===== src/rtl/mul_pkg.sv =====
// Shared multiplier-datapath definitions: FSM states, kpg carry codes and row-width helper.
package mul_pkg;

  typedef enum logic [1:0] {
    IDLE  = 2'd0,
    ACCUM = 2'd1,
    DONE  = 2'd2
  } state_e;

  // Carry codes understood by the kpg/ppc final adder
  localparam logic [7:0] KPG_K = 8'h6B;
  localparam logic [7:0] KPG_P = 8'h70;
  localparam logic [7:0] KPG_G = 8'h67;

  localparam int unsigned N_DEF = 16;

  function automatic int unsigned row_width(input int unsigned n);
    return 2 * n;
  endfunction

endpackage


===== src/rtl/csa_row.sv =====
// Combinational 3:2 compressor row: s = x^y^z, c = maj(x,y,z) shifted left by one (truncated).
module csa_row #(
  parameter int unsigned W = 32
) (
  input  logic [W-1:0] x,
  input  logic [W-1:0] y,
  input  logic [W-1:0] z,
  output logic [W-1:0] s,
  output logic [W-1:0] c
);

  logic [W-1:0] maj;

  assign maj = (x & y) | (x & z) | (y & z);
  assign s   = x ^ y ^ z;
  assign c   = {maj[W-2:0], 1'b0};

endmodule


===== src/rtl/csa_pp_accumulator.sv =====
// Iterative carry-save partial-product accumulator; hands a redundant sum/carry row pair
// to the final kpg carry-lookahead adder.
module csa_pp_accumulator
  import mul_pkg::*;
#(
  parameter int unsigned N          = N_DEF,
  parameter bit          EARLY_TERM = 1'b1
) (
  input  logic           clk,
  input  logic           rst_n,
  input  logic           in_valid,
  output logic           in_ready,
  input  logic [N-1:0]   in_a,
  input  logic [N-1:0]   in_b,
  output logic           out_valid,
  input  logic           out_ready,
  output logic [2*N-1:0] sum_row,
  output logic [2*N-1:0] carry_row,
  output logic [7:0]     cin_kpg,
  output logic           busy
);

  localparam int unsigned W  = row_width(N);
  localparam int unsigned CW = (N > 1) ? $clog2(N) : 1;

  state_e         state_q, state_d;
  logic [W-1:0]   mcand_q;
  logic [N-1:0]   mplier_q;
  logic [CW-1:0]  cnt_q;
  logic [W-1:0]   pp_c, sum_c, carry_c;
  logic [N-1:0]   mplier_shr_c;
  logic           last_step_c;
  logic           accept_c;

  assign pp_c         = mplier_q[0] ? mcand_q : '0;
  assign mplier_shr_c = mplier_q >> 1;
  assign last_step_c  = (cnt_q == CW'(N - 1)) || (EARLY_TERM && (mplier_shr_c == '0));
  assign cin_kpg      = KPG_K;

  csa_row #(.W(W)) u_csa_row (
    .x (sum_row),
    .y (carry_row),
    .z (pp_c),
    .s (sum_c),
    .c (carry_c)
  );

  always_ff @(posedge clk) begin
    if (!rst_n) begin
      state_q   <= IDLE;
      in_ready  <= 1'b1;
      busy      <= 1'b0;
      out_valid <= 1'b0;
    end else begin
      state_q   <= state_d;
      in_ready  <= (state_d == IDLE);
      busy      <= (state_d != IDLE);
      out_valid <= (state_d == DONE);
    end
  end

  always_comb begin
    state_d  = state_q;
    accept_c = 1'b0;
    case (state_q)
      IDLE: begin
        if (in_valid) begin
          state_d  = ACCUM;
          accept_c = 1'b1;
        end
      end
      ACCUM: begin
        if (last_step_c) state_d = DONE;
      end
      DONE: begin
        if (out_ready) state_d = IDLE;
      end
      default: state_d = IDLE;
    endcase
  end

  // Operand load on accept, one shift-and-compress step per ACCUM cycle, rows frozen otherwise
  always_ff @(posedge clk) begin
    if (!rst_n) begin
      mcand_q   <= '0;
      mplier_q  <= '0;
      cnt_q     <= '0;
      sum_row   <= '0;
      carry_row <= '0;
    end else if (accept_c) begin
      mcand_q   <= W'(in_a);
      mplier_q  <= in_b;
      cnt_q     <= '0;
      sum_row   <= '0;
      carry_row <= '0;
    end else if (state_q == ACCUM) begin
      mcand_q   <= mcand_q << 1;
      mplier_q  <= mplier_shr_c;
      cnt_q     <= cnt_q + CW'(1);
      sum_row   <= sum_c;
      carry_row <= carry_c;
    end
  end

endmodule


===== config.mk =====
export PLATFORM = sky130hd
export DESIGN_NAME = csa_pp_accumulator
export DESIGN_NICKNAME = d
export VERILOG_FILES = /design/src/rtl/mul_pkg.sv /design/src/rtl/csa_row.sv /design/src/rtl/csa_pp_accumulator.sv
export SDC_FILE = /design/constraint.sdc
export NUM_CORES = 1
export LEC_CHECK = 0
export ABC_AREA = 1
export BUFFER_PORTS_ARGS = -buffer_cell sky130_fd_sc_hd__buf_2
export CORE_MARGIN = 2
export CORE_UTILIZATION = 30
export DETAILED_ROUTE_END_ITERATION = 16
export PLACE_DENSITY = 0.61
export SETUP_SLACK_MARGIN = 0.05
export SYNTH_ARGS = -nofsm -noshare
export SYNTH_HDL_FRONTEND = slang
export SYNTH_HIERARCHICAL = 1
export SYNTH_SLANG_ARGS = --single-unit

===== constraint.sdc =====
create_clock -name clk -period 1.91 [get_ports clk]
set_input_delay 0.382 -clock clk [delete_from_list [all_inputs] [get_ports clk]]
set_output_delay 0.382 -clock clk [all_outputs]
set_load 0.005 [all_outputs]

==> run summary <==
## Clocking
• setup repair bufs after CTS: 0
• clock sinks: 121
• Clock Path Buffers: 2
• later-pin clock latency in the skew report: 420 ps
• clock tree root buffer cell: sky130_fd_sc_hd__clkbuf_16
• TritonCTS buffer count: 17
• hold-fix buffer count after cts: 0
• clock transition at the register clock pins on the worst setup and hold paths after CTS: 60 ps
• CTS H-tree lvls: 4
• CTS tree: yes
• number of resized instances in the post-cts repair step: 0

## Power and ir drop
• relative contribution of combinational cells to total power: 10.6%
• switching share of power: 25.5%
• total net switching power: 0.00175 W
• power density relative to cell area: 1010 nW/µm²
• internal power summed over all cells: 0.00512 W
• clock group share of total power: 50.4%
• maximum ir drop on the vdd rail: 0.577 mV
• sequential power share: 39.0%
• leakage: 3.04 nW

## Setup path
• Worst EP arrival: 1800 ps
• worst flop-to-flop path endpoint: busy
• kind of critical path: flip-flop to flip-flop
• crit end category: flip-flop
• crit start category: flip-flop
• worst-case reg-to-reg path depth: 7
• FF-to-FF Start: state_q[1]
• destination of the critical timing path: busy
• endpoint required time on the critical path: 2220 ps
• Worst setup startpoint: state_q[1]
• worst reg2reg setup slack: 420 ps
• Critical Path Fanout Max: 33

## Outcome
• status: finished, final reports clean

## Route
• detailed-route wire length: 12.8 mm
• Vias/cell: 4.47
• wire per inst: 12.4 µm
• Highest Signal Layer: met4
• Post-route DRC: 0
• routed length on met2: 5.75 mm
• met3 routed wirelength: 585 µm
• via count of the routed design: 4623
• Initial DRT Pass Iterations: 6
• DRT iter0 DRCs: 273
• residual antenna-violating net count after detailed routing: 0
• Post-Route M1 WL: 6.23 mm

## Global routing
• via count of the first global-routing pass: 4420
• total grt overflow: 0
• total global routing track utilization: 13.6%
• pin count of the biggest net entering global routing: 52
• first-pass GRT wire length: 21.5 mm
• initial antenna violation count: 0

## Cells and area
• area growth from synthesis to layout: 23.3%
• antenna cell count: 0
• number of standard cells in the final layout excluding fillers: 1034
• final standard cell utilization of the core: 37.8%
• count of nets after finishing: 860
• most common library cell in the layout ignoring fill and taps: sky130_fd_sc_hd__nand2_1
• fraction of layout cells with a size suffix above 1: 18.8%
• top library cells by usage in the layout, fill and taps aside: sky130_fd_sc_hd__nand2_1 (309), sky130_fd_sc_hd__dfxtp_1 (121), sky130_fd_sc_hd__buf_2 (102)

## Synthesis
• Synth Cell Area: 5500 µm²
• sequential area share after synthesis: 44.0%
• synth unique cells: 21
• synthesized netlist cell count: 705
• register bit count reported by yosys: 121
• YS warnings: 6
• mean area per synthesized cell: 7.81 µm²

## STA
• minimum period implied by the final worst setup slack: 1490 ps
• post-route clock skew: 12.3 ps
• count of final hold-check violations: 0
• Max Clk Rate: 672 MHz
• setup-violating endpoint count in the final report: 0
• unrepaired setup endpoints after global routing: false
• total negative slack: 0 ps
• final number of max-transition violations: 0
• final worst path period share: 77.9%

## Die
• total core area: 18000 µm²
• effective utilization at floorplan: 30.6%
• die outline area: 19400 µm²
• standard-cell row count: 49
• Die X-Extent: 139 µm
• Die Ht: 139 µm
• number of placed I/O pins: 111

## Worst hold path
• worst hold stages: 2
• Hold WC Path Type: primary input to flip-flop

## Place
• Detail Placement HPWL: 8.38 mm
• routability-driven placement congestion ratio: 0.768
• number of buffer cells added on primary ports: 102
• Post-Place Cells: 1002

## Run
• number of max-capacitance violations reported: 0

==> cells by family (layout without fill, tap and decap cells) <==
family	count (synthesis)	after routing	share of synthesized area, %
AND/OR/NAND/NOR	333	333	23.7
flip-flops	121	121	44.0
AO/OA/AOI/OAI	116	116	11.2
buffers and inverters	100	194	9.37
adder cells (fa/ha/maj)	32	32	11.5
other	3	9	0.205
==> power groups by stage <==
stage / clock (W) / combinational (W) / sequential [W]
after global routing: 0.00366 / 0.000820 / 0.00269
after detailed placement: 0 / 0.000746 / 0.00273
final: 0.00347 / 0.000730 / 0.00268
after floorplan: 0 / 0.000577 / 0.00271
after global placement: 0 / 0.000743 / 0.00274
after CTS: 0.00353 / 0.000747 / 0.00268
==> per-layer routing <==
metal | up-vias | global-route usage (%)
met5 | - | 0
li1 | 2365 | -
met4 | 0 | 5.16
met2 | 96 | 20.8
met3 | 14 | 4.20
met1 | 2148 | 18.0
==> registers in the layout (all words and copies together), names as in the netlist <==
signal	cells
cnt_q	4
out_valid	1
sum_row	32
mcand_q	32
state_q	2
in_ready	1
busy	1
mplier_q	16
carry_row	32
==> worst max-delay path, stage by stage (launching register included) <==
cell and delay, ps:
sky130_fd_sc_hd__dfxtp_1 440, sky130_fd_sc_hd__inv_2 70, sky130_fd_sc_hd__nand3_2 110, sky130_fd_sc_hd__inv_2 120
sky130_fd_sc_hd__nor2_8 370, sky130_fd_sc_hd__inv_1 100, sky130_fd_sc_hd__nand3_1 120, sky130_fd_sc_hd__nand2_1 60
==> cell usage after synthesis (all sizes together) <==
master / number / area (µm²)
a31oi: 30 / 188
buf: 40 / 290
nand2: 310 / 1160
nor3: 2 / 10.0
nand3: 5 / 30.0
inv: 49 / 184
nor3b: 1 / 7.51
nor2: 14 / 85.1
dfxtp: 121 / 2420
clkbuf: 11 / 41.3
ha: 1 / 12.5
fa: 31 / 621
and3: 1 / 6.26
a21oi: 85 / 425
o21ai: 1 / 5.00
conb: 3 / 11.3
==> cell type report <==
cell class / count / area, µm²
clock buffers: 22 / 474
clock inverters: 10 / 165
fillers: 1916 / 11200
inverters: 49 / 184
multi-input cells: 490 / 2590
flip-flops and latches: 121 / 2420
well taps: 229 / 287
repair buffers: 113 / 656
==> how the worst min path moves through the flow <==
| stage | from | endpoint | slack [ps] |
|---|---|---|---|
| after floorplan | mcand_q[31] | mcand_q[31] | 440 |
| after global placement | mcand_q[31] | mcand_q[31] | 450 |
| after detailed placement | mcand_q[31] | mcand_q[31] | 450 |
| after CTS | rst_n | in_ready | 180 |
| after global routing | rst_n | in_ready | 180 |
| final | rst_n | in_ready | 200 |
==> stage by stage <==
step | hold slack [ps] | power, W | setup slack, ps | cell area [µm²]
after floorplan | 438 | 0.00329 | 376 | 5530
after global placement | 451 | 0.00348 | 433 | 6140
after detailed placement | 453 | 0.00348 | 422 | 6140
after CTS | 184 | 0.00696 | 409 | 6780
after global routing | 183 | 0.00717 | 269 | 6780
final | 199 | 0.00688 | 422 | 6780
(Power assumes the default switching activity.)
